## config.mk

```make
export PLATFORM = sky130hd
export DESIGN_NAME = wbu
export DESIGN_NICKNAME = d
export VERILOG_FILES = /design/src/rtl/wbu.sv
export SDC_FILE = /design/constraint.sdc
export NUM_CORES = 1
export LEC_CHECK = 0
export ABC_AREA = 1
export CORE_ASPECT_RATIO = 1.25
export CORE_UTILIZATION = 56
export DETAILED_ROUTE_END_ITERATION = 8
export GPL_TIMING_DRIVEN = 0
export MAX_ROUTING_LAYER = met4
export PLACE_DENSITY = 0.86
export SYNTH_ARGS = -nofsm -noshare
export SYNTH_HDL_FRONTEND = slang
export SYNTH_SLANG_ARGS = --single-unit
```

## constraint.sdc

```tcl
create_clock -name clk -period 2.7 [get_ports clk]
set_input_delay 0.54 -clock clk [delete_from_list [all_inputs] [get_ports clk]]
set_output_delay 0.54 -clock clk [all_outputs]
set_load 0.05 [all_outputs]
```

## src/rtl/wbu.sv

```systemverilog
// Writeback unit: arbitrates ALU and LSU results into one register-file write port.
// Optional WBU_RETIRE_CNT_EN adds a 64-bit count of retired entries.
module wbu #(
  parameter bit PRIO_LSU = 1'b1
) (
  input  logic        clk,
  input  logic        rst,
  input  logic        alu_valid,
  output logic        alu_ready,
  input  logic [4:0]  alu_rd,
  input  logic [63:0] alu_data,
  input  logic        lsu_valid,
  output logic        lsu_ready,
  input  logic [4:0]  lsu_rd,
  input  logic [63:0] lsu_rdata,
  input  logic [2:0]  lsu_addr_lo,
  input  logic [1:0]  lsu_size,
  input  logic        lsu_unsigned,
  output logic        rf_wen,
  output logic [4:0]  rf_waddr,
  output logic [63:0] rf_wdata,
  output logic        busy
`ifdef WBU_RETIRE_CNT_EN
  ,
  output logic [63:0] retire_cnt
`endif
);

  localparam int unsigned RW = 5;
  localparam int unsigned DW = 64;

  logic          alu_v, lsu_v, ptr;
  logic [RW-1:0] alu_rd_q, lsu_rd_q;
  logic [DW-1:0] alu_d, lsu_d;

  logic          grant_alu_c, grant_lsu_c;
  logic          alu_acc_c, lsu_acc_c;
  logic          alu_v_n, lsu_v_n, ptr_n, rf_wen_n;
  logic [RW-1:0] rf_waddr_n;
  logic [DW-1:0] rf_wdata_n;
  logic [2:0]    off_c;
  logic [DW-1:0] shifted_c, load_c;

  // Load extraction: align the offset down to the access size, then extend.
  always_comb begin
    off_c     = 3'd0;
    load_c    = '0;
    case (lsu_size)
      2'b00:   off_c = lsu_addr_lo;
      2'b01:   off_c = {lsu_addr_lo[2:1], 1'b0};
      2'b10:   off_c = {lsu_addr_lo[2], 2'b00};
      default: off_c = 3'd0;
    endcase
    shifted_c = lsu_rdata >> {off_c, 3'b000};
    case (lsu_size)
      2'b00:   load_c = lsu_unsigned ? {56'd0, shifted_c[7:0]}
                                     : {{56{shifted_c[7]}}, shifted_c[7:0]};
      2'b01:   load_c = lsu_unsigned ? {48'd0, shifted_c[15:0]}
                                     : {{48{shifted_c[15]}}, shifted_c[15:0]};
      2'b10:   load_c = lsu_unsigned ? {32'd0, shifted_c[31:0]}
                                     : {{32{shifted_c[31]}}, shifted_c[31:0]};
      default: load_c = shifted_c;
    endcase
  end

  // Arbitration and next state; ready depends only on held state and rst.
  always_comb begin
    grant_alu_c = alu_v && (!lsu_v || !ptr);
    grant_lsu_c = lsu_v && (!alu_v || ptr);
    alu_ready   = rst && (!alu_v || grant_alu_c);
    lsu_ready   = rst && (!lsu_v || grant_lsu_c);
    alu_acc_c   = alu_valid && alu_ready;
    lsu_acc_c   = lsu_valid && lsu_ready;
    alu_v_n     = alu_acc_c || (alu_v && !grant_alu_c);
    lsu_v_n     = lsu_acc_c || (lsu_v && !grant_lsu_c);
    ptr_n       = ptr;
    if (alu_v && lsu_v) ptr_n = grant_alu_c;
    rf_wen_n    = 1'b0;
    rf_waddr_n  = rf_waddr;
    rf_wdata_n  = rf_wdata;
    if (grant_lsu_c) begin
      rf_wen_n   = (lsu_rd_q != '0);
      rf_waddr_n = lsu_rd_q;
      rf_wdata_n = lsu_d;
    end else if (grant_alu_c) begin
      rf_wen_n   = (alu_rd_q != '0);
      rf_waddr_n = alu_rd_q;
      rf_wdata_n = alu_d;
    end
  end

  always_ff @(posedge clk) begin
    if (!rst) begin
      alu_v    <= 1'b0;
      lsu_v    <= 1'b0;
      alu_rd_q <= '0;
      lsu_rd_q <= '0;
      alu_d    <= '0;
      lsu_d    <= '0;
      ptr      <= PRIO_LSU;
      rf_wen   <= 1'b0;
      rf_waddr <= '0;
      rf_wdata <= '0;
      busy     <= 1'b0;
    end else begin
      alu_v    <= alu_v_n;
      lsu_v    <= lsu_v_n;
      ptr      <= ptr_n;
      rf_wen   <= rf_wen_n;
      rf_waddr <= rf_waddr_n;
      rf_wdata <= rf_wdata_n;
      busy     <= alu_v_n || lsu_v_n || rf_wen_n;
      if (alu_acc_c) begin
        alu_rd_q <= alu_rd;
        alu_d    <= alu_data;
      end
      if (lsu_acc_c) begin
        lsu_rd_q <= lsu_rd;
        lsu_d    <= load_c;
      end
    end
  end

`ifdef WBU_RETIRE_CNT_EN
  // Counts every granted entry, including rd = 0 retirements.
  always_ff @(posedge clk) begin
    if (!rst) retire_cnt <= '0;
    else if (grant_alu_c || grant_lsu_c) retire_cnt <= retire_cnt + 64'd1;
  end
`endif

endmodule

```

# After elaboration in Yosys (flattened, before gate mapping)
# Index checks and enable logic that the tools add are counted.
# classes
add_sub_neg	0
mul	0
div	0
order_cmp	0
eq_ne	2
shift	1
muxes	11
bitwise_logic	0
reduce_logical	26
# ops
cell	count
64-bit two-way mux	5
64-bit case mux with 3 select lines	1
64-bit by 6-bit >> shifter with 64-bit output	1
5-bit two-way mux	2
5-bit nonzero test	2
1-bit logical AND	9
3-bit case mux with 3 select lines	1
1-bit logical OR	8
1-bit zero test	5
2-bit by 1-bit == test with 1-bit output (second input constant)	1
2-bit == test (second input constant)	1
2-bit zero test	1
1-bit two-way mux	2
2-bit nonzero test	1
# word_totals
register_bits	212
latch_bits	0
ram_bits	0
rom_bits	0
input_bits	148
out_inout_bits	73
elab_cells	51
n_memories	0

# Logic depth before layout (Yosys ltp)
# logic_depth
ltp_word	9
depth_mapped	14

# Worst setup path before layout
# Ideal clock, no wire load.
# synth_timing
path_kind	input to register
from	input rst
to	register lsu_d[23]
setup_time_ns	0.117
t_arrival_ns	2.287
t_required_ns	2.583
setup_slack_ns	0.296
path_stages	10
path_buffers	3
cell_sequence	clkbuf_2 -> inv_2 -> nor2_1 -> nand2_1 -> inv_2 -> buf_2 -> buf_2 -> nand2_1 -> nor2_1 -> nor2_1
# synth_via
elab_chain_len	2
# synth_lines
element	line_no	rtl
start: declaration	7	input logic rst,
1-bit logical AND	71	lsu_ready = rst && (!lsu_v || grant_lsu_c);
net lsu_ready	13	output logic lsu_ready,
1-bit logical AND	73	lsu_acc_c = lsu_valid && lsu_ready;
end signal: assignment	119	lsu_d <= load_c;
end: declaration	34	logic [DW-1:0] alu_d, lsu_d;
# The timed path passes the listed nets, and every way through them passes these cells.
# A chain may end at the register's enable or synchronous reset.

# Worst setup path in the final report
# layout_timing
from	register alu_v
to	output lsu_ready
# layout_via
elab_chain_len	5
# layout_lines
element	line_no	rtl
start: declaration	32	logic alu_v, lsu_v, ptr;
start signal: assignment	106	alu_v <= alu_v_n;
1-bit zero test	69	grant_lsu_c = lsu_v && (!alu_v || ptr);
1-bit logical OR	69	
1-bit logical AND	69	
1-bit logical OR	71	
1-bit logical AND	71	
end: declaration	13	
# No other way between the ends.

==> results.txt <==
- Main combinational cell family by area after synthesis: simple AND/OR/NAND/NOR gates
- Of the total synthesized cell area, the portion taken by full adders, half adders and majority gates is 0.
- During placement, the flow inserted port buffers numbering ~220.
* Syn nets: 1851
- Of the cells placed in the final design, the portion with a size suffix greater than 1 is 0.0541.
* Final worst clock skew: just over 0.02 ns
* Final-report hold violation count: 0
- Unrepaired setup endpoints after global routing: no
- Io pins: 221
- Peak supply drop: between 500 and 600 uV
- Setup violations remaining at the end of the flow were counted as 0.
- Post-Place Setup Slack: -0.322 ns
- The synthesized design contains 212 register bits.
- Setup total negative slack on the finished layout was measured at 0 ns.
- Num CTS Buffers: 22
* Count of antenna-violating nets left after detailed routing: 0
- Combined area of the multi-input logic cells: 5250 um^2
* Top cell type's share of synthesized area: 0.388
- Largest net degree at the start of global routing: 15
- Count of distinct cell types in the synthesized netlist: 30
- TritonCTS built the clock tree.
* Warning count from the yosys run: 0
- The library cell used most frequently in the layout, excluding fill and tap cells, is nand2_1.
- Share of synthesized area spent on multiplexers: 0
- Routed wire length: 42.2 mm
- Across every metal layer, demand over resource in global routing totals 0.426.
- In the finished design, the share of the clock period the worst path needs comes to 0.997.
* Critical path startpoint category: register
- The average instance in the mapped netlist occupies 6.43 um^2.
* Worst Slack Setup Final: 0.00693 ns
* Grt total ovfl: 0
- Root cell of the clock tree: clkbuf_16
* Post-detailed-route via-to-cell ratio: 5.85
* Run status: finished, final reports clean
* Compound-cell area share of the yosys netlist: 0.0966
- Clock-pin slew was measured on the worst setup and hold paths at roughly 0.06 ns.
* Total DRC errors in the routed layout: 0
- After detailed routing, the average wire length per cell comes to 19.0 um.
- Fillers: 1387
- After layout, the minimum clock period comes to 2.69 ns.
- In this run the worst hold path is classified as register to register.
- Fraction of the yosys area taken by sequential cells: 0.388
* Area of the core region: 19000 um^2
- Dividing total power by cell area gives a power density of 600 nW/um^2.
- For this run, the top clock speed supported by timing is 371 MHz.
- The number of max-slew violations in the final report was 0.
- Once layout is complete, the utilization of the core stands at 0.748.
- FP Rows: 56
- The tool flagged a number of max-cap violations equal to 0.
* Number of DRC violations after detailed-routing iteration 0: 1357
* Total Nets Final: approximately 2100
- Along the worst path, the maximum fanout reaches 10.
- For the worst setup path, the data required time is 2.16 ns.
- Commonest cells after routing, fill and taps aside: 482 x nand2_1, 370 x nand3_1, 217 x clkdlybuf4s50_1
* Die X: 127 um
- Number of global-route vias before repair: ~12000
* Final HPWL DP: 31.7 mm
* Netlist Area Pre-Place: 10900 um^2
* Main area contributors after synthesis: dfxtp_1 39%, nand3_1 17%, nand2_1 17%
- Initial core utilization: 0.577
* Top cell type by total area after synthesis: dfxtp_1
* Synth Area in XOR/XNOR: 0
- Height of the die: 158 um
- Measured against its own limit, the worst slew margin works out to 0.498.
- # H-tree levels: 1
- Clock sinks: 212
* FF+latch area: 4240 um^2
- Initial DRT Pass Iterations: 5
* Post-synthesis share of cell area spent on and, or, nand and nor gates: 0.383
- Global-route wire length before repair: 64.5 mm
- For the worst-skew pair, the clock arrives at the later sink with an insertion delay of 0.53 ns.
- Longest Clk Path Bufs: 3
- WHS: 0.471 ns
- In the synthesized netlist, the number of instances is 1703.
- Worst setup path class: register to output port
- Data arrives at the worst endpoint at between 2 and 2.5 ns.
- Area of the die: 20100 um^2
- The routed layout has between 10000 and 15000 vias.
- The worst setup path is captured at an output port.
- Number of antenna violations at the first check in global routing: 1
* Growth of design area from synthesis to finish: 29.7%
- CTS Hold Bufs: 0
* Leakage component of the power: 6.98 nW
- Final weighted congestion in routability-driven placement: 0.998
* Pin slew with the least headroom to its limit: roughly 0.75 ns
- In this run the post-CTS setup repair buffer count came out at 0.
==> metal layers <==
metal	part of all wire	up-vias	track usage
li1	-	5996	-
met1	0.38	5975	0.484
met2	0.47	826	0.707
met3	0.087	204	0.0696
met4	0.063	0	0.258
met5	0	-	-
==> power breakdown <==
group,switching [W],internal [W]
clock network,0.00132,0.00183
logic,0.00122,0.000657
registers,0.000128,0.00337
==> flip-flops by register name, indices dropped and copies added (netlist names), 5 cells and up <==
name / count
rf_waddr: 5
alu_rd_q: 5
lsu_rd_q: 5
rf_wdata: 64
lsu_d: 64
alu_d: 64
==> stage by stage <==
stage | instance area [um^2] | power, W | cells
after global routing | 14200 | 0.00877 | 2221
after floorplan | 10900 | 0.00460 | 1703
after global placement | 13500 | 0.00531 | 2183
final | 14200 | 0.00852 | 2221
after detailed placement | 13500 | 0.00536 | 2183
after CTS | 14200 | 0.00844 | 2221
==> path summary, 6_finish.rpt <==
check	start	slack (ns)	depth (start not counted)	endpoint
max	alu_v	0.007	5	lsu_ready
min	alu_d[25]	0.47	2	alu_d[25]
max reg2reg	alu_v	0.07	9	rf_wdata[5]
min reg2reg	alu_d[25]	0.47	2	alu_d[25]
==> Yosys cell counts <==
library cell  instances
nand2_1             482
nand3_1             370
inv_1               216
dfxtp_1             212
o21ai_0              79
clkbuf_1             56
o211ai_1             56
buf_2                46
nor2_1               46
nand4_1              37
a21oi_1              22
buf_1                22
o21ai_1              15
buf_4                 6
or2_0                 6
a31oi_1               4
buf_6                 4
inv_2                 4
nand2_2               4
nand3_2               3
and2_1                2
clkbuf_2              2
o31ai_1               2
a211oi_1              1
clkinv_1              1
nand3b_1              1
nor2_2                1
nor3_1                1
nor4_1                1
o21ai_2               1
==> worst max-delay path, stage by stage (launching register included) <==
cell and delay [ns]:
dfxtp_1 0.30, buf_2 0.20, nand2_1 0.12, nor2_1 0.06, nor2_1 0.38, clkdlybuf4s15_1 0.58
==> what timing repair did <==
item | in CTS | in global routing
gates cloned | 0 | 0
endpoints found under the setup margin | 2 | 2
gates resized for setup | 2 | 1
==> kinds of logic (layout without fill, tap and decap cells) <==
kind of cell / count (synthesis) / after routing
AOI/OAI and AO/OA: 180 / 180
other: 0 / 1
buffers and inverters: 357 / 613
and+or+nand+nor: 954 / 954
DFF: 212 / 212
==> cell type report <==
type / instances / share of cell area
clock inverters: 8 / 0.00758
repair buffers: 219 / 0.154
flip-flops and latches: 212 / 0.299
clock buffers: 30 / 0.0444
diodes: 1 / 0.000176
inverters: 221 / 0.0584
plain buffers: 135 / 0.0436
well taps: 261 / 0.0230
multi-input cells: 1134 / 0.370
Power figures use the tool's default switching activity.
